## src/rtl/simon_says_core.sv

```systemverilog
// Simon-says game core: LFSR-driven sequence generation, timed LED playback and player echo checking.
// Optional input timeout in ACCEPT is built when the SIMON_TIMEOUT_EN macro is defined.
module simon_says_core #(
  parameter int          NUM_CH         = 4,
  parameter int          MAX_LEN        = 10,
  parameter int          BLINK_CYCLES   = 25000000,
  parameter int          GAP_CYCLES     = 12500000,
  parameter int          TIMEOUT_CYCLES = 250000000,
  parameter logic [15:0] LFSR_SEED      = 16'hACE1
) (
  input  logic                         CLOCK_50,
  input  logic                         KEY0,
  input  logic                         start,
  input  logic [NUM_CH-1:0]            sw,
  output logic [NUM_CH-1:0]            led,
  output logic [$clog2(MAX_LEN+1)-1:0] level,
  output logic [2:0]                   state,
  output logic                         win,
  output logic                         lose
);

  localparam int IW   = (NUM_CH > 2) ? $clog2(NUM_CH) : 1;
  localparam int LW   = $clog2(MAX_LEN + 1);
  localparam int XW   = (MAX_LEN > 1) ? $clog2(MAX_LEN) : 1;
  localparam int CMAX = (BLINK_CYCLES > GAP_CYCLES) ? BLINK_CYCLES : GAP_CYCLES;
  localparam int CW   = $clog2(CMAX + 1);

  typedef enum logic [2:0] {
    S_IDLE      = 3'd0,
    S_GEN       = 3'd1,
    S_BLINK_ON  = 3'd2,
    S_BLINK_OFF = 3'd3,
    S_ACCEPT    = 3'd4,
    S_CHECK     = 3'd5,
    S_WIN       = 3'd6,
    S_LOSE      = 3'd7
  } state_t;

  state_t            state_r, state_s;
  logic [LW-1:0]     level_r, level_s;
  logic [XW-1:0]     index_r, index_s;
  logic [CW-1:0]     cnt_r, cnt_s;
  logic [15:0]       lfsr_r;
  logic [NUM_CH-1:0] sw_prev_r, cap_r, cap_s, blink_led_r, blink_led_s;
  logic              win_r, win_s, lose_r, lose_s;
  logic              mem_we_s, press_s, timeout_s;
  logic [IW-1:0]     raw_s, rand_sym_s, blink_sym_s;
  logic [IW-1:0]     mem_r [MAX_LEN];

  function automatic logic [NUM_CH-1:0] onehot(input logic [IW-1:0] v);
    return {{(NUM_CH-1){1'b0}}, 1'b1} << v;
  endfunction

  assign raw_s      = lfsr_r[IW-1:0];
  assign rand_sym_s = (raw_s >= IW'(NUM_CH)) ? raw_s - IW'(NUM_CH) : raw_s;
  assign press_s    = (sw_prev_r == '0) && (sw != '0);

`ifdef SIMON_TIMEOUT_EN
  localparam int TW = $clog2(TIMEOUT_CYCLES + 1);
  logic [TW-1:0] tcnt_r;

  // Idle-cycle counter for ACCEPT; cleared outside ACCEPT and on every press.
  always_ff @(posedge CLOCK_50 or negedge KEY0) begin
    if (!KEY0)                            tcnt_r <= '0;
    else if (state_r != S_ACCEPT || press_s) tcnt_r <= '0;
    else                                  tcnt_r <= tcnt_r + TW'(1);
  end

  assign timeout_s = (tcnt_r == TW'(TIMEOUT_CYCLES - 1));
`else
  assign timeout_s = 1'b0;
`endif

  // Next-state and datapath updates for the game FSM.
  always_comb begin
    state_s  = state_r;
    level_s  = level_r;
    index_s  = index_r;
    cnt_s    = cnt_r;
    cap_s    = cap_r;
    win_s    = win_r;
    lose_s   = lose_r;
    mem_we_s = 1'b0;
    case (state_r)
      S_IDLE, S_WIN, S_LOSE: begin
        if (start) begin
          state_s = S_GEN;
          level_s = '0;
          win_s   = 1'b0;
          lose_s  = 1'b0;
        end else begin
          state_s = state_r;
        end
      end
      S_GEN: begin
        mem_we_s = 1'b1;
        level_s  = level_r + LW'(1);
        index_s  = '0;
        cnt_s    = '0;
        state_s  = S_BLINK_ON;
      end
      S_BLINK_ON: begin
        if (cnt_r == CW'(BLINK_CYCLES - 1)) begin
          cnt_s   = '0;
          state_s = S_BLINK_OFF;
        end else begin
          cnt_s = cnt_r + CW'(1);
        end
      end
      S_BLINK_OFF: begin
        if (cnt_r == CW'(GAP_CYCLES - 1)) begin
          cnt_s = '0;
          if (LW'(index_r) + LW'(1) < level_r) begin
            index_s = index_r + XW'(1);
            state_s = S_BLINK_ON;
          end else begin
            index_s = '0;
            state_s = S_ACCEPT;
          end
        end else begin
          cnt_s = cnt_r + CW'(1);
        end
      end
      S_ACCEPT: begin
        if (press_s) begin
          cap_s   = sw;
          state_s = S_CHECK;
        end else if (timeout_s) begin
          lose_s  = 1'b1;
          state_s = S_LOSE;
        end else begin
          state_s = S_ACCEPT;
        end
      end
      S_CHECK: begin
        if (cap_r == onehot(mem_r[index_r])) begin
          if (LW'(index_r) + LW'(1) < level_r) begin
            index_s = index_r + XW'(1);
            state_s = S_ACCEPT;
          end else if (level_r < LW'(MAX_LEN)) begin
            state_s = S_GEN;
          end else begin
            win_s   = 1'b1;
            state_s = S_WIN;
          end
        end else begin
          lose_s  = 1'b1;
          state_s = S_LOSE;
        end
      end
      default: state_s = S_IDLE;
    endcase
  end

  // Playback LED is registered one cycle ahead; at level 0 the symbol being written is bypassed.
  always_comb begin
    if (state_r == S_GEN && level_r == '0) blink_sym_s = rand_sym_s;
    else                                   blink_sym_s = mem_r[index_s];
    if (state_s == S_BLINK_ON) blink_led_s = onehot(blink_sym_s);
    else                       blink_led_s = '0;
  end

  // State, counters, flags and LFSR registers.
  always_ff @(posedge CLOCK_50 or negedge KEY0) begin
    if (!KEY0) begin
      state_r     <= S_IDLE;
      level_r     <= '0;
      index_r     <= '0;
      cnt_r       <= '0;
      lfsr_r      <= LFSR_SEED;
      sw_prev_r   <= '0;
      cap_r       <= '0;
      win_r       <= 1'b0;
      lose_r      <= 1'b0;
      blink_led_r <= '0;
    end else begin
      state_r     <= state_s;
      level_r     <= level_s;
      index_r     <= index_s;
      cnt_r       <= cnt_s;
      lfsr_r      <= {lfsr_r[14:0], lfsr_r[15] ^ lfsr_r[13] ^ lfsr_r[12] ^ lfsr_r[10]};
      sw_prev_r   <= sw;
      cap_r       <= cap_s;
      win_r       <= win_s;
      lose_r      <= lose_s;
      blink_led_r <= blink_led_s;
    end
  end

  // Sequence memory has no reset; only entries below level are ever read.
  always_ff @(posedge CLOCK_50) begin
    if (mem_we_s) mem_r[XW'(level_r)] <= rand_sym_s;
  end

  assign led   = (state_r == S_ACCEPT) ? sw : blink_led_r;
  assign level = level_r;
  assign state = state_r;
  assign win   = win_r;
  assign lose  = lose_r;

endmodule

```

## config.mk

```make
export PLATFORM = sky130hd
export DESIGN_NAME = simon_says_core
export DESIGN_NICKNAME = d
export VERILOG_FILES = /design/src/rtl/simon_says_core.sv
export SDC_FILE = /design/constraint.sdc
export NUM_CORES = 1
export LEC_CHECK = 0
export CAP_MARGIN = 20
export CELL_PAD_IN_SITES_DETAIL_PLACEMENT = 0
export CELL_PAD_IN_SITES_GLOBAL_PLACEMENT = 1
export CORE_ASPECT_RATIO = 0.9
export CORE_MARGIN = 2
export CORE_UTILIZATION = 57
export CTS_BUF_LIST = sky130_fd_sc_hd__clkbuf_4 sky130_fd_sc_hd__clkbuf_8
export DETAILED_ROUTE_END_ITERATION = 8
export DONT_BUFFER_PORTS = 1
export GPL_ROUTABILITY_DRIVEN = 0
export HOLD_SLACK_MARGIN = 0.02
export PLACE_DENSITY_LB_ADDON = 0.1
export SLEW_MARGIN = 15
export SYNTH_ARGS = -nofsm -noshare
export SYNTH_HDL_FRONTEND = slang
export SYNTH_SLANG_ARGS = --single-unit
```

## constraint.sdc

```tcl
create_clock -name CLOCK_50 -period 5.9 [get_ports CLOCK_50]
set_clock_uncertainty 0.05 [all_clocks]
set_input_delay 0.59 -clock CLOCK_50 [delete_from_list [all_inputs] [get_ports CLOCK_50]]
set_output_delay 0.59 -clock CLOCK_50 [all_outputs]
set_load 0.05 [all_outputs]
```

==> results of run 1 <==
==> synth_stat cells (all sizes together) (2+ instances only) <==
master / n / area share
dfrtp: 58 / 0.33
nand2: 36 / 0.030
o21ai: 34 / 0.039
nor2: 27 / 0.023
nand3: 23 / 0.026
edfxtp: 20 / 0.14
mux2i: 17 / 0.038
and2: 15 / 0.021
inv: 15 / 0.013
and3: 13 / 0.018
mux2: 13 / 0.034
ha: 11 / 0.031
nor2b: 10 / 0.014
a21oi: 9 / 0.010
xor2: 9 / 0.018
dfstp: 8 / 0.047
nor3: 8 / 0.0090
xnor2: 8 / 0.016
nand4: 7 / 0.0099
o31ai: 7 / 0.012
clkbuf: 6 / 0.0051
nand2b: 6 / 0.0085
and4: 4 / 0.0079
buf: 4 / 0.0065
nor3b: 4 / 0.0068
a21boi: 3 / 0.0051
a31oi: 3 / 0.0042
nor4b: 3 / 0.0059
a221oi: 2 / 0.0054
a311oi: 2 / 0.0054
a32oi: 2 / 0.0056
a41oi: 2 / 0.0039
mux4: 2 / 0.011
nor4bb: 2 / 0.0045
o211ai: 2 / 0.0034
or3: 2 / 0.0039
or4: 2 / 0.0034
==> power groups by stage <==
| stage | registers [mW] | logic, mW | clock network [mW] |
|---|---|---|---|
| global placement | 0.790 | 0.407 | 0 |
| floorplan | 0.757 | 0.355 | 0 |
| detailed placement | 0.791 | 0.415 | 0 |
| finish | 0.779 | 0.429 | 0.462 |
| CTS | 0.779 | 0.428 | 0.474 |
| global route | 0.788 | 0.488 | 0.501 |
==> kinds of logic after synthesis <==
logic type	count (synthesis)	share of synthesized area
xor+xnor	17	0.03353
compound gates	75	0.1155
simple gates	167	0.2023
flops	86	0.5094
mux	32	0.08312
fa+ha+maj	11	0.03099
buf+inv	26	0.02508
==> cells in the final DEF (no fill, tap or decap), drive strengths merged, types with 9 or more instances in the layout <==
cell type,instances
dfrtp,58
nand2,36
o21ai,34
nor2,27
nand3,23
edfxtp,20
inv,18
mux2i,17
and2,15
and3,13
mux2,13
ha,11
nor2b,10
a21oi,9
xor2,9
clkbuf,9
==> final cells by class <==
class	instances	area, um2
clock buffers	9	123.9
multi-input cells	302	2067
flip-flops and latches	86	2262
inverters	16	60.06
clock inverters	7	102.6
fillers	595	2771
well taps	96	120.1
repair buffers	2	37.54
==> worst reg2reg max path, cell delays in order (launching register included) <==
cell and delay [ps]:
dfrtp_1 690, ha_1 370, ha_1 280, a21boi_0 110, o21ai_0 180, nand2b_1 80
a21o_1 220, inv_1 200, ha_1 280, o221a_2 290, a32oi_2 670, mux2i_1 290
nand3_1 100, a41oi_1 310, o31ai_1 150, nor3b_1 210
==> what timing repair did <==
| item | in CTS | in global routing |
|---|---|---|
| setup endpoints to repair | 0 | 0 |
| buffers inserted | 0 | 0 |
| resized for setup | 0 | 0 |
| hold endpoints to repair | 65 | 0 |
| hold buffers | 2 | 0 |
==> flip-flops by register name (all words and copies together) (netlist names) <==
name,flops
lose,1
mem_r,20
level,4
sw_prev_r,4
lfsr_r,16
index_r,4
win,1
blink_led_r,4
state,3
cnt_r,25
cap_r,4
==> stage by stage <==
stage	setup slack, ps	hold slack, ps	area, um2	power (mW)
floorplan	2231	244.4	4441	1.112
global placement	1604	246.2	4509	1.197
detailed placement	1388	246.8	4509	1.206
CTS	1367	60.77	4773	1.681
global route	927.8	63.46	4773	1.777
finish	1335	62.17	4773	1.670
==> worst paths after layout <==
path,start,end,slack (ps)
max,index_r[0],blink_led_r[1],1340
min,KEY0,cnt_r[22],60
max reg2reg,index_r[0],blink_led_r[1],1340
min reg2reg,lfsr_r[2],lfsr_r[3],300
max in group asynchronous,KEY0,lfsr_r[5],5140
min in group CLOCK_50,sw[1],sw_prev_r[1],220
==> layer usage <==
metal / vias to the layer above / share of wire / GRT usage
li1: 1524 / - / -
met1: 1570 / 0.50 / 0.3564
met2: 114 / 0.42 / 0.3188
met3: 17 / 0.064 / 0.04948
met4: 0 / 0.012 / 0.06274
met5: - / 0 / 0
==> reports/metrics.csv, run 1 <==
metric,value,unit
outcome,completed,
diodes,0,
grt_max_degree,66,
start_kind,register,
period_minus_slack,4565,ps
yosys.cell_types.count,62,
cp_slowest_stage_delay,690,ps
avgSynthCellArea,10.73,um2
critical_path_depth,15,
clock_latency,350,ps
worst-slew-pin-transition,1096,ps
gr-usage-all-layers,0.2273,
synth-seq-area-share,0.5094,
num_vias,3225,
via_per_inst,6.226,
p_clk_frac,0.277,
rsz0062_at_grt,false,
rr_worst_depth,15,
critical_path_buf_inv_count,1,
routedWlPerCell,17.72,um
layout.cells.non_filler,518,
die-area,0.008513,mm2
synth_nets,432,
power.density,349.9,mW/mm2
grt_pass1_wl,15430,um
period_share,0.7737,
final_nets,435,
rows,30,
die_x,97.04,um
arrival,4780,ps
cp_top_family,compound AO/OA/AOI/OAI gates,
swShare,0.3801,
synth_flop_cell,dfrtp_1,
tritoncts,yes,
setup_viol,0,
post-dp-hpwl,6458,um
peakVddDrop,0.3885,mV
placedCellCount,500,
seqPwrFrac,0.466,
p_leak,1.965,nW
slowest_stage,dfrtp_1,
final_util,0.6327,
end_kind,register,
cts_root_buf,clkbuf_8,
hp-class,input port to asynchronous set/reset pin,
port_buffers,0,
initial_utilization,0.5886,
synthToLayoutAreaGrowth,7.495,%
syn-instance-count,414,
async_flop_share,0.7674,
coreArea,0.007545,mm2
clockBufferDepth,2,
antenna_found_initial,0,
maxSlewViolCount,0,
routed_wl,9177,um
fin_setup_tns,0,ps
crit_top_cell,ha_1,
critPathKind,register to register,
h-tree-depth,3,
ys_warn_count,0,
grt_pass1_vias,3043,
ioPinCount,20,
cts_inserted_buffers,9,
combinationalPowerShare,0.257,
crit_path_cell_trace,ha_1 > ha_1 > a21boi_0 > o21ai_0 > nand2b_1 > a21o_1 > inv_1 > ha_1 > o221a_2 > a32oi_2 > mux2i_1 > nand3_1 > a41oi_1 > o31ai_1 > nor3b_1,
clk_pin_slew,90,ps
crit_path_max_fanout,14,
die_h,87.74,um
drtIter0Drc,126,
ant_nets,0,
maxCapViolations,0,
p_sw,0.6348,mW
slew_headroom,0.2661,
clock-sinks,86,
drive_above_1_share,0.1114,
required,6110,ps
max_freq,219.1,MHz
finalHoldViolCount,0,
ys_seq_elements,86,
drc,0,
grt.overflow.total,0,
firstDrtPassIters,5,
synth_area,0.004441,mm2
p_int,1.035,mW
synth-edff-count,20,
Power figures use the tool's default switching activity.
==> run 2: changes to the inputs <==
--- a/config.mk
+++ b/config.mk
@@ -10,7 +10,7 @@
 export CELL_PAD_IN_SITES_GLOBAL_PLACEMENT = 1
 export CORE_ASPECT_RATIO = 0.9
 export CORE_MARGIN = 2
-export CORE_UTILIZATION = 57
+export CORE_UTILIZATION = 48
 export CTS_BUF_LIST = sky130_fd_sc_hd__clkbuf_4 sky130_fd_sc_hd__clkbuf_8
 export DETAILED_ROUTE_END_ITERATION = 8
 export DONT_BUFFER_PORTS = 1
==> constraint.sdc (replaced) <==
create_clock -name CLOCK_50 -period 3.73 [get_ports CLOCK_50]
set_clock_uncertainty 0.05 [all_clocks]
set_input_delay 0.373 -clock CLOCK_50 [delete_from_list [all_inputs] [get_ports CLOCK_50]]
set_output_delay 0.373 -clock CLOCK_50 [all_outputs]
set_load 0.05 [all_outputs]
==> reports/metrics.csv, run 2 (same netlist as run 1, synthesis figures left out) <==
metric,value,unit,change
clock-sinks,86,,unchanged
seqPwrFrac,0.399,,-0.067
finalHoldViolCount,0,,unchanged
port_buffers,0,,unchanged
drc,0,,unchanged
p_int,1.676,mW,+62%
via_per_inst,5.547,,-11%
p_sw,1.069,mW,+68%
routed_wl,10050,um,+9.5%
ant_nets,0,,unchanged
antenna_found_initial,0,,unchanged
power.density,536.3,mW/mm2,+53%
slew_headroom,0.4066,,+0.1405
maxSlewViolCount,0,,unchanged
clock_latency,380,ps,+30 ps
coreArea,0.009042,mm2,+20%
gr-usage-all-layers,0.2129,,-0.01438
worst-slew-pin-transition,880.8,ps,-215.0 ps
period_minus_slack,3582,ps,-982.8 ps
start_kind,register,,
cp_slowest_stage_delay,700,ps,about the same
fin_setup_tns,0,ps,unchanged
critPathKind,register to register,,
tritoncts,yes,,
p_leak,2.095,nW,+6.6%
clk_pin_slew,90,ps,about the same
p_clk_frac,0.250,,-0.027
routedWlPerCell,17.57,um,-0.84%
final_nets,463,,+6.4%
h-tree-depth,3,,unchanged
nFillCells,790,,+33%
max_freq,279.2,MHz,+27%
largest_reg_flops,25,,unchanged
cts_root_buf,clkbuf_8,,
combinationalPowerShare,0.352,,+0.095
diodes,0,,unchanged
die-area,0.01004,mm2,+18%
grt.overflow.total,0,,unchanged
period_share,0.9603,,+0.1866
crit_path_max_fanout,6,,-8
rows,33,,+10%
cts_inserted_buffers,9,,unchanged
mostFrequentLayoutCells,"dfrtp_1 (56), nand2_1 (36), o21ai_0 (31)",,
grt_pass1_wl,16460,um,+6.7%
drive_above_1_share,0.1822,,+0.07085
post-dp-hpwl,7061,um,+9.3%
top_register,cnt_r,,
grt_max_degree,67,,+1.5%
num_vias,3173,,-1.6%
peakVddDrop,0.4771,mV,+23%
ioPinCount,20,,unchanged
slowest_stage,o21ai_0,,
clockBufferDepth,2,,unchanged
swShare,0.3893,,+0.009220
dpl_worst_slack,32.64,ps,-1356 ps
hp-class,input port to register,,
mostFrequentLayoutCell,dfrtp_1,,
die_h,95.25,um,+8.6%
initial_utilization,0.4911,,-0.09748
grt_pass1_vias,3112,,+2.3%
synthToLayoutAreaGrowth,15.27,%,
drtIter0Drc,139,,+10%
hold_ws,30.30,ps,-31.87 ps
firstDrtPassIters,4,,-1
crit_path_cell_trace,buf_6 > mux2_2 > a221oi_4 > a21oi_1 > mux2i_2 > buf_4 > o21ai_4 > a21boi_0 > o21ai_0 > a41oi_2 > o31a_1 > nor3_1,,
arrival,3820,ps,-960 ps
largestRegisters,"cnt_r x25, mem_r x20, lfsr_r x16",,
die_x,105.4,um,+8.6%
setup_viol,0,,unchanged
end_kind,register,,
rsz0062_at_grt,true,,
outcome,completed,,
required,3970,ps,-2140 ps
setup_ws,148.1,ps,-1187 ps
maxCapViolations,0,,unchanged
[run 2: changes by cell type in the layout (fill, tap and decap cells not counted), moves of 2 or more]
cell / change
dfrtp_1: -2
dfrtp_2: +2
buf_4: +21
dlygate4sd3_1: +4
clkinv_4: +2
[run 2: through the flow]
| stage | std cells | instance area, um2 | util | power (mW) |
|---|---|---|---|---|
| 6_report | 572 | 5119 | 0.5661 | 2.745 |
| 5_1_grt | 572 | 5119 | 0.5661 | 2.918 |
| 4_1_cts | 567 | 4980 | 0.5507 | 2.738 |
| 3_5_place_dp | 545 | 4697 | 0.5194 | 2.026 |
| 3_3_place_gp | 545 | 4697 | 0.5194 | 2.017 |
| 2_1_floorplan | 414 | 4441 | - | 1.758 |
[run 2: area by class of cell]
cell class | instances | area [um2] | share of cell area
multi-input combinational | 302 | 2145 | 0.4190
clock inverter | 7 | 81.33 | 0.01589
timing repair buffer | 30 | 291.5 | 0.05695
inverter | 16 | 60.06 | 0.01173
sequential | 86 | 2265 | 0.4424
clock buffer | 9 | 123.9 | 0.02420
tap | 122 | 152.6 | 0.02982
[run 2: per-layer routing]
metal,GRT usage,vias to the layer above,wire [um]
met3,0.04648,12,347
met1,0.3240,1545,5323
met5,0,-,0
met4,0.06667,0,135
li1,-,1574,-
met2,0.3011,42,4243
[run 2: worst max-delay path, delay by kind of cell (launching register included)]
kind                   cells  cell delay [ps]
buffers and inverters      2              310
flip-flops                 1              420
multiplexers               2              590
AND/OR/NAND/NOR            1              190
AO/OA/AOI/OAI              7             1930
[run 2: final timing paths]
check	start	to	slack, ps	cells after the start
max	index_r[0]	blink_led_r[2]	150	12
min	start	win	30	1
max reg2reg	index_r[0]	blink_led_r[2]	150	12
min reg2reg	lfsr_r[4]	lfsr_r[5]	300	0
max in group asynchronous	KEY0	lfsr_r[7]	2860	2
min in group asynchronous	KEY0	lfsr_r[12]	460	2
[run 2: power groups by stage]
stage	clock network [mW]	logic, mW	registers [mW]
after floorplan	0	0.561	1.20
after global placement	0	0.905	1.11
after detailed placement	0	0.914	1.11
after CTS	0.706	0.939	1.09
after global routing	0.746	1.07	1.10
final	0.686	0.965	1.09
[run 2: what timing repair did]
action	CTS	global route
resized for setup	0	17
setup endpoints to repair	0	4
hold buffers	6	0
setup buffers	0	4
hold endpoints to repair	70	0
==> run 3: changes to the inputs <==
--- a/config.mk
+++ b/config.mk
@@ -10,8 +10,9 @@
 export CELL_PAD_IN_SITES_GLOBAL_PLACEMENT = 1
 export CORE_ASPECT_RATIO = 0.9
 export CORE_MARGIN = 2
-export CORE_UTILIZATION = 48
+export CORE_UTILIZATION = 53
 export CTS_BUF_LIST = sky130_fd_sc_hd__clkbuf_4 sky130_fd_sc_hd__clkbuf_8
+export CTS_CLUSTER_SIZE = 25
 export DETAILED_ROUTE_END_ITERATION = 8
 export DONT_BUFFER_PORTS = 1
 export GPL_ROUTABILITY_DRIVEN = 0
==> constraint.sdc (replaced) <==
create_clock -name CLOCK_50 -period 4.02 [get_ports CLOCK_50]
set_clock_uncertainty 0.05 [all_clocks]
set_input_delay 0.402 -clock CLOCK_50 [delete_from_list [all_inputs] [get_ports CLOCK_50]]
set_output_delay 0.402 -clock CLOCK_50 [all_outputs]
set_load 0.05 [all_outputs]
==> reports/metrics.csv, run 3 (same netlist as run 1, synthesis figures left out) <==
metric,value,unit,change
cts_inserted_buffers,9,,unchanged
drc,0,,unchanged
diodes,0,,unchanged
end_kind,register,,
required,4250,ps,+280 ps
ioPinCount,20,,unchanged
rsz0062_at_grt,false,,
seqCellArea,0.002262,mm2,-0.11%
mostFrequentLayoutCells,"dfrtp_1 (58), nand2_1 (36), o21ai_0 (32)",,
maxSlewViolCount,0,,unchanged
final_util,0.6047,,+0.03865
grt_max_degree,67,,unchanged
cts_root_buf,clkbuf_8,,
top_register,cnt_r,,
finish.instance_area,0.004902,mm2,-4.2%
initial_utilization,0.5478,,+0.05669
grt_pass1_wl,15640,um,-5.0%
grt.overflow.total,0,,unchanged
firstDrtPassIters,4,,unchanged
startpoint,index_r[0],,
clk_pin_slew,100,ps,about the same
clock_latency,360,ps,-20 ps
worst-slew-pin-transition,660.6,ps,-220.2 ps
drive_above_1_share,0.1429,,-0.03937
post_cts.repair.setup_buffers,0,,unchanged
nFillCells,668,,-15%
setup_viol,0,,unchanged
routed_wl,9461,um,-5.9%
via_per_inst,5.961,,+7.5%
layout.cells.non_filler,540,,-5.6%
routedWlPerCell,17.52,um,-0.27%
port_buffers,0,,unchanged
die_h,90.84,um,-4.6%
coreArea,0.008107,mm2,-10%
clock-sinks,86,,unchanged
grt_pass1_vias,3129,,+0.55%
crit_path_max_fanout,9,,+3
largestRegisters,"cnt_r x25, mem_r x20, lfsr_r x16",,
peakVddDrop,0.4439,mV,-7.0%
num_vias,3219,,+1.4%
final_nets,454,,-1.9%
mostFrequentLayoutCell,dfrtp_1,,
finalHoldViolCount,0,,unchanged
max_freq,263.0,MHz,-5.8%
outcome,completed,,
die_x,100.5,um,-4.6%
period_share,0.9458,,-0.01444
maxCapViolations,0,,unchanged
die-area,0.009128,mm2,-9.1%
gr-usage-all-layers,0.2194,,+0.006485
hp-class,input port to register,,
slew_headroom,0.5584,,+0.1518
critPathKind,register to register,,
antenna_found_initial,0,,unchanged
period_minus_slack,3802,ps,+220.4 ps
tritoncts,yes,,
clockBufferDepth,2,,unchanged
fin_setup_tns,0,ps,unchanged
start_kind,register,,
ant_nets,0,,unchanged
synthToLayoutAreaGrowth,10.40,%,
power.density,501.5,mW/mm2,-6.5%
h-tree-depth,3,,unchanged
drtIter0Drc,185,,+33%
rows,31,,-6.1%
arrival,4030,ps,+210 ps
place_area,0.004626,mm2,-1.5%
p_leak,2.045,nW,-2.4%
placedCellCount,518,,-5.0%
largest_reg_flops,25,,unchanged
multi_input_area,0.002071,mm2,-3.4%
r2r_start,index_r[0],,
hold_path_startpoint,start,,
post-dp-hpwl,6823,um,-3.4%
run 3: critical path, stage by stage (launching register included):
cell       delay [ps]
dfrtp_1           440
buf_4             220
mux4_1            580
nand2b_1          130
a2111oi_1         100
o311a_4           400
o21ai_2           250
mux2_2            360
and2_1            200
inv_1             190
mux2i_1           230
mux2i_1           120
a21oi_2           230
nor3b_1           210
run 3: final timing paths:
path / endpoint / slack [ps] / cells after the start
worst max register to register: blink_led_r[1] / 220 / 13
worst max-delay path: blink_led_r[1] / 220 / 13
worst min-delay path: win / 70 / 1
min in group asynchronous: lfsr_r[12] / 520 / 2
max in group asynchronous: lfsr_r[5] / 3100 / 2
worst min register to register: lfsr_r[3] / 300 / 0
run 3: stage by stage:
stage / hold slack (ps) / power (mW) / worst slack (ps)
5_1_grt: 51.02 / 2.615 / 17.37
3_3_place_gp: 58.75 / 1.840 / 293.4
3_5_place_dp: 58.88 / 1.853 / 166.9
6_report: 66.33 / 2.458 / 217.7
4_1_cts: 50.61 / 2.477 / 150.8
2_1_floorplan: 56.41 / 1.632 / 351.3
run 3: timing repair:
action	CTS	global route
hold endpoints to repair	70	0
hold buffers	6	0
resized for setup	0	1
endpoints found under the setup margin	0	2
run 3: cell type report:
type	count	area share
tap	99	0.02527
clock inverter	7	0.01455
sequential	86	0.4615
timing repair buffer	21	0.03880
inverter	16	0.01225
clock buffer	9	0.02527
multi-input combinational	302	0.4224
run 3: routing by layer:
| layer | global-route usage | vias to the layer above | share of wire |
|---|---|---|---|
| met5 | 0 | - | 0 |
| met1 | 0.3264 | 1565 | 0.49 |
| met4 | 0.05479 | 0 | 0.0078 |
| li1 | - | 1559 | - |
| met2 | 0.3115 | 89 | 0.43 |
| met3 | 0.06889 | 6 | 0.068 |
run 3: report_power, final:
group          total [mW]  internal, mW  switching (mW)
Combinational       0.842         0.269           0.573
Clock               0.597         0.246           0.351
Sequential           1.02         0.960          0.0595
Total                2.46          1.48           0.983
